[src/rtl/calc_pkg.sv]
// Shared encodings and sizes for the stack calculator.
// Latency: n/a (types and constants only).
// Backpressure: n/a.
package calc_pkg;

   localparam int DEPTH  = 128;
   localparam int ADDR_W = 7;
   localparam int CNT_W  = $clog2(DEPTH) + 1;

   localparam logic [2:0] CMD_PUSH  = 3'd0;
   localparam logic [2:0] CMD_POP   = 3'd1;
   localparam logic [2:0] CMD_ADD   = 3'd2;
   localparam logic [2:0] CMD_SUB   = 3'd3;
   localparam logic [2:0] CMD_TOP   = 3'd4;
   localparam logic [2:0] CMD_CLEAR = 3'd5;
   localparam logic [2:0] CMD_PEEK  = 3'd6;

   typedef enum logic [2:0] {
      ST_IDLE,
      ST_WR,
      ST_RD0,
      ST_RD1,
      ST_RD2,
      ST_DONE
   } state_e;

endpackage

[src/rtl/stack_alu.sv]
// 8-bit add/subtract of the two top stack entries: y = b + a or b - a (mod 256).
// Latency: combinational.
// Backpressure: none.
module stack_alu (
   input  logic [7:0] a,
   input  logic [7:0] b,
   input  logic       sub,
   output logic [7:0] y
);

   // b is the second-from-top entry, a the top; SUB yields second minus top
   assign y = sub ? (b - a) : (b + a);

endmodule

[src/rtl/stack_sequencer.sv]
// Sequences stack-calculator commands against a 128x8 sync-read memory.
// Latency: done 1 cycle after accept (err/CLEAR/POP-to-empty), 2 PUSH, 3 POP/TOP/PEEK, 4 ADD/SUB.
// Backpressure: cmd_ready high only in IDLE; cmd_valid is ignored while busy.
module stack_sequencer
   import calc_pkg::*;
(
   input  logic              clk,
   input  logic              rst_n,
   input  logic              cmd_valid,
   output logic              cmd_ready,
   input  logic [2:0]        cmd,
   input  logic [7:0]        operand,
   output logic              we,
   output logic [ADDR_W-1:0] address,
   output logic [7:0]        data_out,
   input  logic [7:0]        data_in,
   output logic              done,
   output logic              err,
   output logic [7:0]        result,
   output logic [CNT_W-1:0]  count,
   output logic              empty,
   output logic              full
);

   localparam logic [CNT_W-1:0] DEPTH_C = CNT_W'(DEPTH);
   localparam logic [CNT_W-1:0] ONE_C   = CNT_W'(1);
   localparam logic [CNT_W-1:0] TWO_C   = CNT_W'(2);

   state_e            state_q, state_d;
   logic [2:0]        cmd_q, cmd_d;
   logic [7:0]        opnd_q, opnd_d;
   logic [7:0]        a_q, a_d;
   logic [CNT_W-1:0]  count_q, count_d;
   logic [7:0]        result_q, result_d;
   logic              err_q, err_d;

   logic [CNT_W-1:0]  top_full;
   logic [CNT_W-1:0]  second_full;
   logic [ADDR_W-1:0] top_addr;
   logic [ADDR_W-1:0] second_addr;
   logic [ADDR_W-1:0] push_addr;
   logic [7:0]        alu_y;
   logic              is_empty;
   logic              is_full;

   // Stack grows downward from address 127: top sits at 128 - count
   assign top_full    = DEPTH_C - count_q;
   assign second_full = top_full + ONE_C;
   assign top_addr    = top_full[ADDR_W-1:0];
   assign second_addr = second_full[ADDR_W-1:0];
   assign push_addr   = top_addr - ADDR_W'(1);

   assign is_empty = (count_q == '0);
   assign is_full  = (count_q == DEPTH_C);

   stack_alu u_alu (
      .a   (a_q),
      .b   (data_in),
      .sub (cmd_q[0]),
      .y   (alu_y)
   );

   // Next-state, datapath updates and memory-port drive; memory lines idle at 0
   always_comb begin
      state_d  = state_q;
      cmd_d    = cmd_q;
      opnd_d   = opnd_q;
      a_d      = a_q;
      count_d  = count_q;
      result_d = result_q;
      err_d    = err_q;
      we       = 1'b0;
      address  = '0;
      data_out = '0;
      case (state_q)
         ST_IDLE: begin
            if (cmd_valid) begin
               cmd_d   = cmd;
               opnd_d  = operand;
               state_d = ST_DONE;
               case (cmd)
                  CMD_PUSH: begin
                     if (is_full) err_d = 1'b1;
                     else         state_d = ST_WR;
                  end
                  CMD_POP: begin
                     if (is_empty) begin
                        err_d = 1'b1;
                     end else if (count_q == ONE_C) begin
                        // Last entry leaves: nothing left to read as the new top
                        count_d  = '0;
                        result_d = '0;
                        err_d    = 1'b0;
                     end else begin
                        state_d = ST_RD0;
                     end
                  end
                  CMD_ADD, CMD_SUB: begin
                     if (count_q < TWO_C) err_d = 1'b1;
                     else                 state_d = ST_RD0;
                  end
                  CMD_TOP: begin
                     if (is_empty) err_d = 1'b1;
                     else          state_d = ST_RD0;
                  end
                  CMD_PEEK: state_d = ST_RD0;
                  CMD_CLEAR: begin
                     count_d  = '0;
                     result_d = '0;
                     err_d    = 1'b0;
                  end
                  default: err_d = 1'b1;
               endcase
            end
         end
         ST_WR: begin
            we       = 1'b1;
            address  = push_addr;
            data_out = opnd_q;
            count_d  = count_q + ONE_C;
            result_d = opnd_q;
            err_d    = 1'b0;
            state_d  = ST_DONE;
         end
         ST_RD0: begin
            // POP reads the entry that becomes the new top
            if (cmd_q == CMD_POP)       address = second_addr;
            else if (cmd_q == CMD_PEEK) address = opnd_q[ADDR_W-1:0];
            else                        address = top_addr;
            state_d = ST_RD1;
         end
         ST_RD1: begin
            if (cmd_q == CMD_ADD || cmd_q == CMD_SUB) begin
               a_d     = data_in;
               address = second_addr;
               state_d = ST_RD2;
            end else begin
               result_d = data_in;
               err_d    = 1'b0;
               if (cmd_q == CMD_POP) count_d = count_q - ONE_C;
               state_d = ST_DONE;
            end
         end
         ST_RD2: begin
            // Result overwrites the second entry, which becomes the new top
            we       = 1'b1;
            address  = second_addr;
            data_out = alu_y;
            result_d = alu_y;
            count_d  = count_q - ONE_C;
            err_d    = 1'b0;
            state_d  = ST_DONE;
         end
         ST_DONE: state_d = ST_IDLE;
         default: state_d = ST_IDLE;
      endcase
   end

   // State and datapath registers with synchronous active-low reset
   always_ff @(posedge clk) begin
      if (!rst_n) begin
         state_q  <= ST_IDLE;
         cmd_q    <= '0;
         opnd_q   <= '0;
         a_q      <= '0;
         count_q  <= '0;
         result_q <= '0;
         err_q    <= 1'b0;
      end else begin
         state_q  <= state_d;
         cmd_q    <= cmd_d;
         opnd_q   <= opnd_d;
         a_q      <= a_d;
         count_q  <= count_d;
         result_q <= result_d;
         err_q    <= err_d;
      end
   end

   assign cmd_ready = (state_q == ST_IDLE);
   assign done      = (state_q == ST_DONE);
   assign err       = err_q;
   assign result    = result_q;
   assign count     = count_q;
   assign empty     = is_empty;
   assign full      = is_full;

endmodule

[config.mk]
export PLATFORM = sky130hd
export DESIGN_NAME = stack_sequencer
export DESIGN_NICKNAME = d
export VERILOG_FILES = /design/src/rtl/calc_pkg.sv /design/src/rtl/stack_alu.sv /design/src/rtl/stack_sequencer.sv
export SDC_FILE = /design/constraint.sdc
export NUM_CORES = 1
export LEC_CHECK = 0
export ABC_AREA = 1
export BUFFER_PORTS_ARGS = -buffer_cell sky130_fd_sc_hd__buf_2
export CAP_MARGIN = 10
export CORE_MARGIN = 10
export CORE_UTILIZATION = 50
export DETAILED_ROUTE_END_ITERATION = 10
export GPL_TIMING_DRIVEN = 0
export PLACE_DENSITY_LB_ADDON = 0.08
export SLEW_MARGIN = 20
export SYNTH_ARGS = -nofsm -noshare
export SYNTH_HDL_FRONTEND = slang
export SYNTH_SLANG_ARGS = --single-unit
[constraint.sdc]
create_clock -name clk -period 2.15 [get_ports clk]
set_input_delay 0 -clock clk [delete_from_list [all_inputs] [get_ports clk]]
set_output_delay 0 -clock clk [all_outputs]
set_load 0.05 [all_outputs]
-- Yosys cells after proc, flatten, opt, wreduce, memory -nomap -nowiden
Index checks and enable logic that the tools add are counted.
- $add $sub $neg: 7
- $lt $le $gt $ge: 1
- eq/ne operators: 28
- mux-type cells: 34
- reduce and logical (&&, ||, !) cells: 13
- operators by type and width (operator ; number):
    $pmux 8 s4 ; 2
    $mux 8 ; 7
    $pmux 8 s2 ; 2
    $pmux 7 s4 ; 1
    $mux 7 ; 3
    $eq 3x2->1 const B ; 6
    $eq 3x3->1 const B ; 6
    $mux 3 ; 6
    $ne 3x3->1 const B ; 5
    $pmux 3 s5 ; 1
    $pmux 3 s4 ; 1
    $eq 3x1->1 const B ; 3
    $mux 1 ; 9
    $add 8x1->8 const B ; 1
    $add 8x8->8 ; 1
    $eq 8x1->1 const B ; 1
    $eq 8x8->1 const B ; 1
    $logic_not 8->1 ; 1
    $lt 8x2->1 const B ; 1
    $ne 2x2->1 const B ; 4
    $reduce_and 8->1 ; 1
    $sub 8x1->8 const B ; 1
    $sub 8x8->8 ; 1
    $add 7x1->7 const B ; 1
    14 further kinds ; 17
- bits in registers: 39
- input port bits: 22
- logic and storage cells: 90

-- Logic depth before layout (Yosys ltp)
Gate-level depths: netlist (run 1).
- depth in word-level cells: 6
- depth in mapped cells: 19
- gate-level depth less buffers: 19

-- By module
From an unflattened synthesis (run 1), not the netlist that was laid out.
- cells, all modules: 586
- area, all modules: 3429.5 sq um
- by module, submodules not included (module ; times used ; cells each ; area each (sq um)):
    stack_sequencer ; 1 ; 496 ; 2916.5
    stack_alu ; 1 ; 90 ; 513.0

-- Worst setup path after synthesis (run 1)
OpenSTA, ideal clock, no wires.
- kind: reg-to-output
- start: register count_q[0], in the netlist count[0]
- end: output address[2]
- data arrival time: 2.764 ns
- data required time: 2.150 ns
- slack: -0.614 ns
- cell stages (with the launch flop): 7
- path buffers: 0
- path through: dfxtp_1 inv_2 ha_1 xor2_1 inv_1 nor2_1 o311ai_1
- word-level cells in the longest chain between the ends: 4
- ends and longest elaborated chain (element ; RTL line ; text):
    start: declaration ; stack_sequencer.sv:33 ; logic [CNT_W-1:0] count_q, count_d;
    start signal: assignment ; stack_sequencer.sv:174 ; count_q <= count_d;
    $sub 1x7->7 * ; stack_sequencer.sv:47 ; assign top_full = DEPTH_C - count_q;
    $add 7x1->7 / $mux 7 (equally long branches) ; stack_sequencer.sv:48, stack_sequencer.sv:128 ;
    $mux 7, on equally long branches ; stack_sequencer.sv:133, stack_sequencer.sv:127 ;
    $pmux 7 s4 * ; stack_sequencer.sv:75 ; case (state_q)
    end: declaration ; stack_sequencer.sv:14 ; output logic [ADDR_W-1:0] address,
Every way passes the cells marked *; elsewhere a longest branch is shown, timed or not.

-- Worst setup path after layout (run 1)
- start: register a_q[2]
- end: output data_out[7]
- word-level cells in the longest chain between the ends: 3
- ends and longest elaborated chain (element ; RTL line ; text):
    start: declaration ; stack_sequencer.sv:32 ; logic [7:0] a_q, a_d;
    start signal: assignment ; stack_sequencer.sv:165 ; a_q <= '0;
    start signal: assignment ; stack_sequencer.sv:173 ; a_q <= a_d;
    $add 8x8->8 / $sub 8x8->8 (equally long branches) ; stack_alu.sv:12 ; assign y = sub ? (b - a) : (b + a);
    $mux 8 * ; stack_alu.sv:12 ;
    $pmux 8 s2 * ; stack_sequencer.sv:75 ;
    end: declaration ; stack_sequencer.sv:15 ; output logic [7:0] data_out,
Marks and branches as above.

==> results.yml, run 1 <==
status:
  status: "finished with violations"
  violations: "negative setup slack"
setup_path:
  path_buf_inv: 3
  worst_path_largest_cell_delay_ns: 0.46
  worstPathArrival_ns: 2.44
  critPathMaxFanout: 5
  start_kind: "register"
  path_class: "register to output port"
  slowest_stage: "dfxtp_1"
  cp_top_family: "simple AND/OR/NAND/NOR gates"
  worst-path-stages: 16
  cp_cell_sequence: "nor2_2 -> nand2_1 -> nand2_2 -> o21ai_2 -> xor2_1 -> inv_1 -> ha_4 -> nand2_4 -> inv_2 -> nand2_2 -> nand2_2 -> a21oi_2 -> nand3_1 -> nand3_2 -> nand2_2 -> buf_8"
  worstPathRequired_ns: 2.15
  critPathCaptureType: "output port"
  cp-startpoint: "a_q[2]"
  r2r_start: "a_q[2]"
  cp_common_cell: "nand2_2"
  rr_worst_depth: 18
clock_tree:
  cts-htree-levels: 2
  insertion_delay_ns: 0.30
  clock_sinks: 39
  clock_path_buffers: 2
  cts_tree: "done"
  clk_pin_slew_worst_paths_ns: 0.08
  cts_buffers: 5
  cts_root_buffer: "clkbuf_8"
detailed_routing:
  firstDrtPassIters: 5
  routed_wl_um: 10650
  vias: 3672
  drc: 0
  vias_per_cell: 5.589
  drtIter0Drc: 293
  drtAntennaViolNets: 0
  wl_per_cell_um: 16.21
synth:
  synth.distinct_cells: 44
  ys_top_cells_by_area: "dfxtp_1 26%, nand2_1 13%, a21oi_1 8.9%"
  synth_fa_ha_area_frac: 0.05574
  synthMuxAreaShare: 0
  synth_edf_count: 0
  synth_top_family_by_area: "simple AND/OR/NAND/NOR gates"
  synth_fp_nets: 521
  ys.flop_type: "dfxtp_1"
  synth-simple-area-share: 0.3234
  synth_area_mm2: 0.003053
  post-synth-top-area-fraction: 0.2557
  synth_compound_area_frac: 0.2295
  synthCells: 486
  synth_seq_area_share: 0.2557
  async_reset_ff_frac: 0
  yosys_warnings: 0
  syn_avg_cell_area_um2: 6.282
  synth_seq_cells: 39
  synth_xor_area_frac: 0.02295
  yosysTopAreaCell: "dfxtp_1"
global_route:
  antenna_found_initial: 0
  grtUsageTotal: 0.1969
  grt_pass1_vias: 3332
  grt_pass1_wl_um: 16080
  grt.overflow.total: 0
  grt_max_degree: 14
timing:
  period_needed_ns: 2.439
  clock_skew_ns: 0.006937
  rsz0062_at_grt: "true"
  timing.hold.ws_ns: 0.01081
  setup_slack_ns: -0.2885
  period_share: 1.134
  clock.fmax_mhz: 410.1
  setup-violations-final: 10
  worst_pin_slew_ns: 0.5183
  report.final.slew_viol_count: 0
  hold_viol_final: 0
  slew-limit-headroom: 0.6545
place:
  placed_area_mm2: 0.003523
  io_buffers: 57
  place.gp.congestion: 0.9399
  hpwl_um: 7429
cells_and_area:
  final_cell_area_mm2: 0.004372
  final_common_cell: "nand2_1"
  area_delta_synth_final_pct: 43.20
  insertedDiodeCount: 0
  layout_common_cells: "85 x nand2_1, 58 x inv_1, 45 x buf_2, 45 x a21oi_1, 37 x o21ai_0"
  final_nets: 616
  drive_gt1_frac: 0.3522
die:
  core-area_mm2: 0.005921
  rows: 28
  start_util: 0.5156
  io_pins: 59
  dieArea_mm2: 0.009631
  die_h_um: 98.14
  die_w_um: 98.14
min_path:
  worstHoldPathCells: 3
  hp-start: "operand[2]"
  hp-class: "primary input to register"
power:
  p_per_area_mw_per_mm2: 1546
  p_leak_uw: 0.001960
  peakVddDrop_mv: 1.345
flow_run:
  max-cap-violations: 0
==> metal layers <==
| layer | track usage | wire, um |
|---|---|---|
| met2 | 0.3142 | 4928 |
| met3 | 0.04722 | 833 |
| met1 | 0.2598 | 4762 |
| met4 | 0.04851 | 129 |
| met5 | 0 | 0 |
==> sequential cells by signal (all words and copies together), names as in the netlist <==
signal	cells
err	1
state_q	3
result	8
count	8
a_q	8
cmd_q	3
opnd_q	8
==> worst register-to-register path, delay by kind of cell (launching register included) <==
kind | cells | cell delay (ns)
buf+inv | 3 | 0.25
xor+xnor | 1 | 0.16
simple gates | 10 | 0.86
fa+ha+maj | 1 | 0.27
flops | 1 | 0.46
compound gates | 3 | 0.25
==> cell usage after synthesis (3+ instances only) <==
cell / count
a21oi_1: 54
clkbuf_1: 6
dfxtp_1: 39
ha_1: 12
inv_1: 67
inv_2: 8
nand2_1: 105
nand3_1: 36
nand4_1: 8
nor2_1: 42
nor2_2: 4
nor2_4: 3
nor3_1: 4
o211ai_1: 5
o21ai_0: 44
o21ai_1: 4
o22ai_1: 3
xor2_1: 6
==> what timing repair did <==
| action | CTS | global route |
|---|---|---|
| pin swaps | 22 | 37 |
| resized for setup | 73 | 54 |
| setup endpoints to repair | 18 | 21 |
| buffers inserted | 8 | 15 |
| hold endpoints to repair | 7 | 0 |
| hold buffers | 8 | 0 |
==> path summary, 6_finish.rpt <==
| check | end | slack (ns) |
|---|---|---|
| worst min-delay path | opnd_q[2] | 0.01 |
| worst min register to register | result[4] | 0.47 |
| worst max-delay path | data_out[7] | -0.29 |
| worst max register to register | result[7] | -0.21 |
==> cell type report <==
type	count	area, um2
Buffer	11	68.82
Timing Repair Buffer	88	615.6
Inverter	76	296.5
Multi-Input combinational cell	360	2367
Clock inverter	3	66.31
Fill cell	479	1549
Tap cell	75	93.84
Clock buffer	5	68.82
Sequential cell	39	794.5
==> kinds of logic after synthesis <==
kind of cell,after synthesis
buf+inv,87
xor+xnor,8
simple gates,213
fa+ha+maj,13
compound gates,126
flops,39
==> per-stage QoR <==
stage                     TNS [ns]  setup WS, ns  total power (uW)    util  instances
after global routing        -2.957       -0.3962              7155  0.7384        657
after floorplan           -0.02182      -0.02182              4184       -        486
after CTS                   -1.498       -0.2470              6235  0.6847        642
final                       -1.676       -0.2885              6761  0.7384        657
after detailed placement    -1.808       -0.3546              5082  0.5951        618
after global placement      -1.285       -0.3099              5027  0.5951        618
==> power by group <==
group          switching (uW)  total, uW  internal (uW)  leakage, uW
Clock                     289        753            464    0.0000687
Sequential                157       1060            901     0.000322
Combinational            3400       4950           1550      0.00157
No activity file was read; power rests on OpenSTA's default activity.
==> run 2, diff against run 1 <==
--- a/config.mk
+++ b/config.mk
@@ -13,6 +13,7 @@
 export DETAILED_ROUTE_END_ITERATION = 10
 export GPL_TIMING_DRIVEN = 0
 export PLACE_DENSITY_LB_ADDON = 0.08
+export RECOVER_POWER = 100
 export SLEW_MARGIN = 20
 export SYNTH_ARGS = -nofsm -noshare
 export SYNTH_HDL_FRONTEND = slang
==> results.yml, run 2 (same netlist as run 1, synthesis figures left out) <==
clock_tree:
  cts-htree-levels: 2
  cts_tree: "done"
  clk_pin_slew_worst_paths_ns: 0.08
  cts_buffers: 5
  insertion_delay_ns: 0.30
  clock_sinks: 39
  clock_path_buffers: 2
  cts_root_buffer: "clkbuf_8"
timing:
  worst_pin_slew_ns: 0.6114
  clock.fmax_mhz: 409.7
  period_needed_ns: 2.441
  hold_viol_final: 0
  report.final.slew_viol_count: 0
  period_share: 1.135
  setup_slack_ns: -0.2909
  setup-violations-final: 10
  slew-limit-headroom: 0.5941
  rsz0062_at_grt: "true"
  finalSetupTns_ns: -1.644
  clock_skew_ns: 0.007117
cells_and_area:
  final_common_cell: "nand2_1"
  final_nets: 616
  n_fill_cell: 502
  insertedDiodeCount: 0
  seqCellArea_um2: 793.3
  drive_gt1_frac: 0.2973
  area_delta_synth_final_pct: 40.66
  final_util: 0.7253
  multi_input_area_mm2: 0.002321
  final_cell_area_mm2: 0.004294
  layout_common_cells: "85 x nand2_1, 62 x inv_1, 45 x a21oi_1, 38 x o21ai_0, 35 x nor2_1"
die:
  die_h_um: 98.14
  start_util: 0.5156
  rows: 28
  dieArea_mm2: 0.009631
  die_w_um: 98.14
  io_pins: 59
  core-area_mm2: 0.005921
place:
  place.gp.congestion: 0.9399
  placed_area_mm2: 0.003523
  io_buffers: 57
  hpwl_um: 7429
setup_path:
  r2r_start: "a_q[2]"
  worstPathRequired_ns: 2.15
  start_kind: "register"
  critPathCaptureType: "output port"
  rr_worst_depth: 18
  worstPathArrival_ns: 2.44
  cp-startpoint: "a_q[2]"
  critPathMaxFanout: 5
  path_class: "register to output port"
detailed_routing:
  vias: 3689
  drtAntennaViolNets: 0
  routed_wl_um: 10680
  firstDrtPassIters: 5
  drc: 0
  drtIter0Drc: 264
  vias_per_cell: 5.615
  wl_per_cell_um: 16.25
min_path:
  hp-start: "data_in[5]"
  hp-class: "primary input to register"
  worstHoldPathCells: 3
status:
  status: "finished with violations"
  violations: "negative setup slack"
global_route:
  grt_pass1_vias: 3332
  grt_max_degree: 14
  antenna_found_initial: 0
  grtUsageTotal: 0.1969
  grt.overflow.total: 0
  grt_pass1_wl_um: 16080
power:
  p_leak_uw: 0.001863
  peakVddDrop_mv: 1.341
  seqPwrFrac: 0.157
  p_switching_uw: 3798
  p_per_area_mw_per_mm2: 1549
  p_int_uw: 2854
  comb_power_share: 0.730
  swShare: 0.5709
  p_clk_frac: 0.113
flow_run:
  max-cap-violations: 0
[run 2: changes by cell type in the layout (fill, tap and decap cells not counted), sizes merged]
cell    previous run  this run
buf               83        57
clkbuf            13        39
[run 2: per-layer routing]
metal	vias to the layer above	wire length [um]	global-route usage
met1	1697	4712	0.2598
li1	1799	-	-
met2	178	4884	0.3142
met4	0	135	0.04851
met5	-	0	0
met3	15	946	0.04722
[run 2: path summary, 6_finish.rpt]
| check | slack [ns] | endpoint |
|---|---|---|
| max | -0.29 | data_out[7] |
| min | 0.02 | a_q[5] |
| max reg2reg | -0.21 | result[7] |
| min reg2reg | 0.47 | result[0] |
[run 2: what timing repair did]
item,CTS,global route
endpoints found under the setup margin,18,21
hold buffers,8,0
pin swaps,22,37
resized for setup,73,54
hold endpoints to repair,7,0
buffers inserted,8,15
[run 2: power groups by stage]
stage | Clock [uW] | Sequential, uW | Combinational [uW]
after floorplan | 0 | 1280 | 2910
after global placement | 0 | 1060 | 3970
after detailed placement | 0 | 1060 | 4020
after CTS | 760 | 1050 | 4420
after global routing | 782 | 1060 | 5200
final | 751 | 1040 | 4860
[run 2: critical path, cell delays in order (launching register included)]
cell and delay (ns):
dfxtp_1 0.46, nor2_2 0.06, nand2_1 0.10, nand2_2 0.09, o21ai_2 0.07, xor2_1 0.16
inv_1 0.09, ha_4 0.28, nand2_4 0.08, inv_2 0.04, nand2_2 0.07, nand2_2 0.07
a21oi_2 0.13, nand3_1 0.11, nand3_2 0.13, nand2_2 0.06, buf_8 0.15
[run 2: area by class of cell]
class,instances,area share
Buffer,11,0.01573
Multi-Input combinational cell,360,0.5405
Inverter,76,0.06906
Sequential cell,39,0.1847
Timing Repair Buffer,88,0.1367
Tap cell,75,0.02185
Clock inverter,3,0.01544
Clock buffer,5,0.01603
[run 2: per-stage QoR]
step	total power, uW	setup WS [ns]	hold slack, ns	cells
after CTS	6235	-0.2470	0.0004597	642
after floorplan	4184	-0.02182	0.1473	486
after global routing	7043	-0.3961	0.02871	657
after global placement	5027	-0.3099	0.2763	618
after detailed placement	5082	-0.3546	0.2788	618
final	6652	-0.2909	0.01599	657
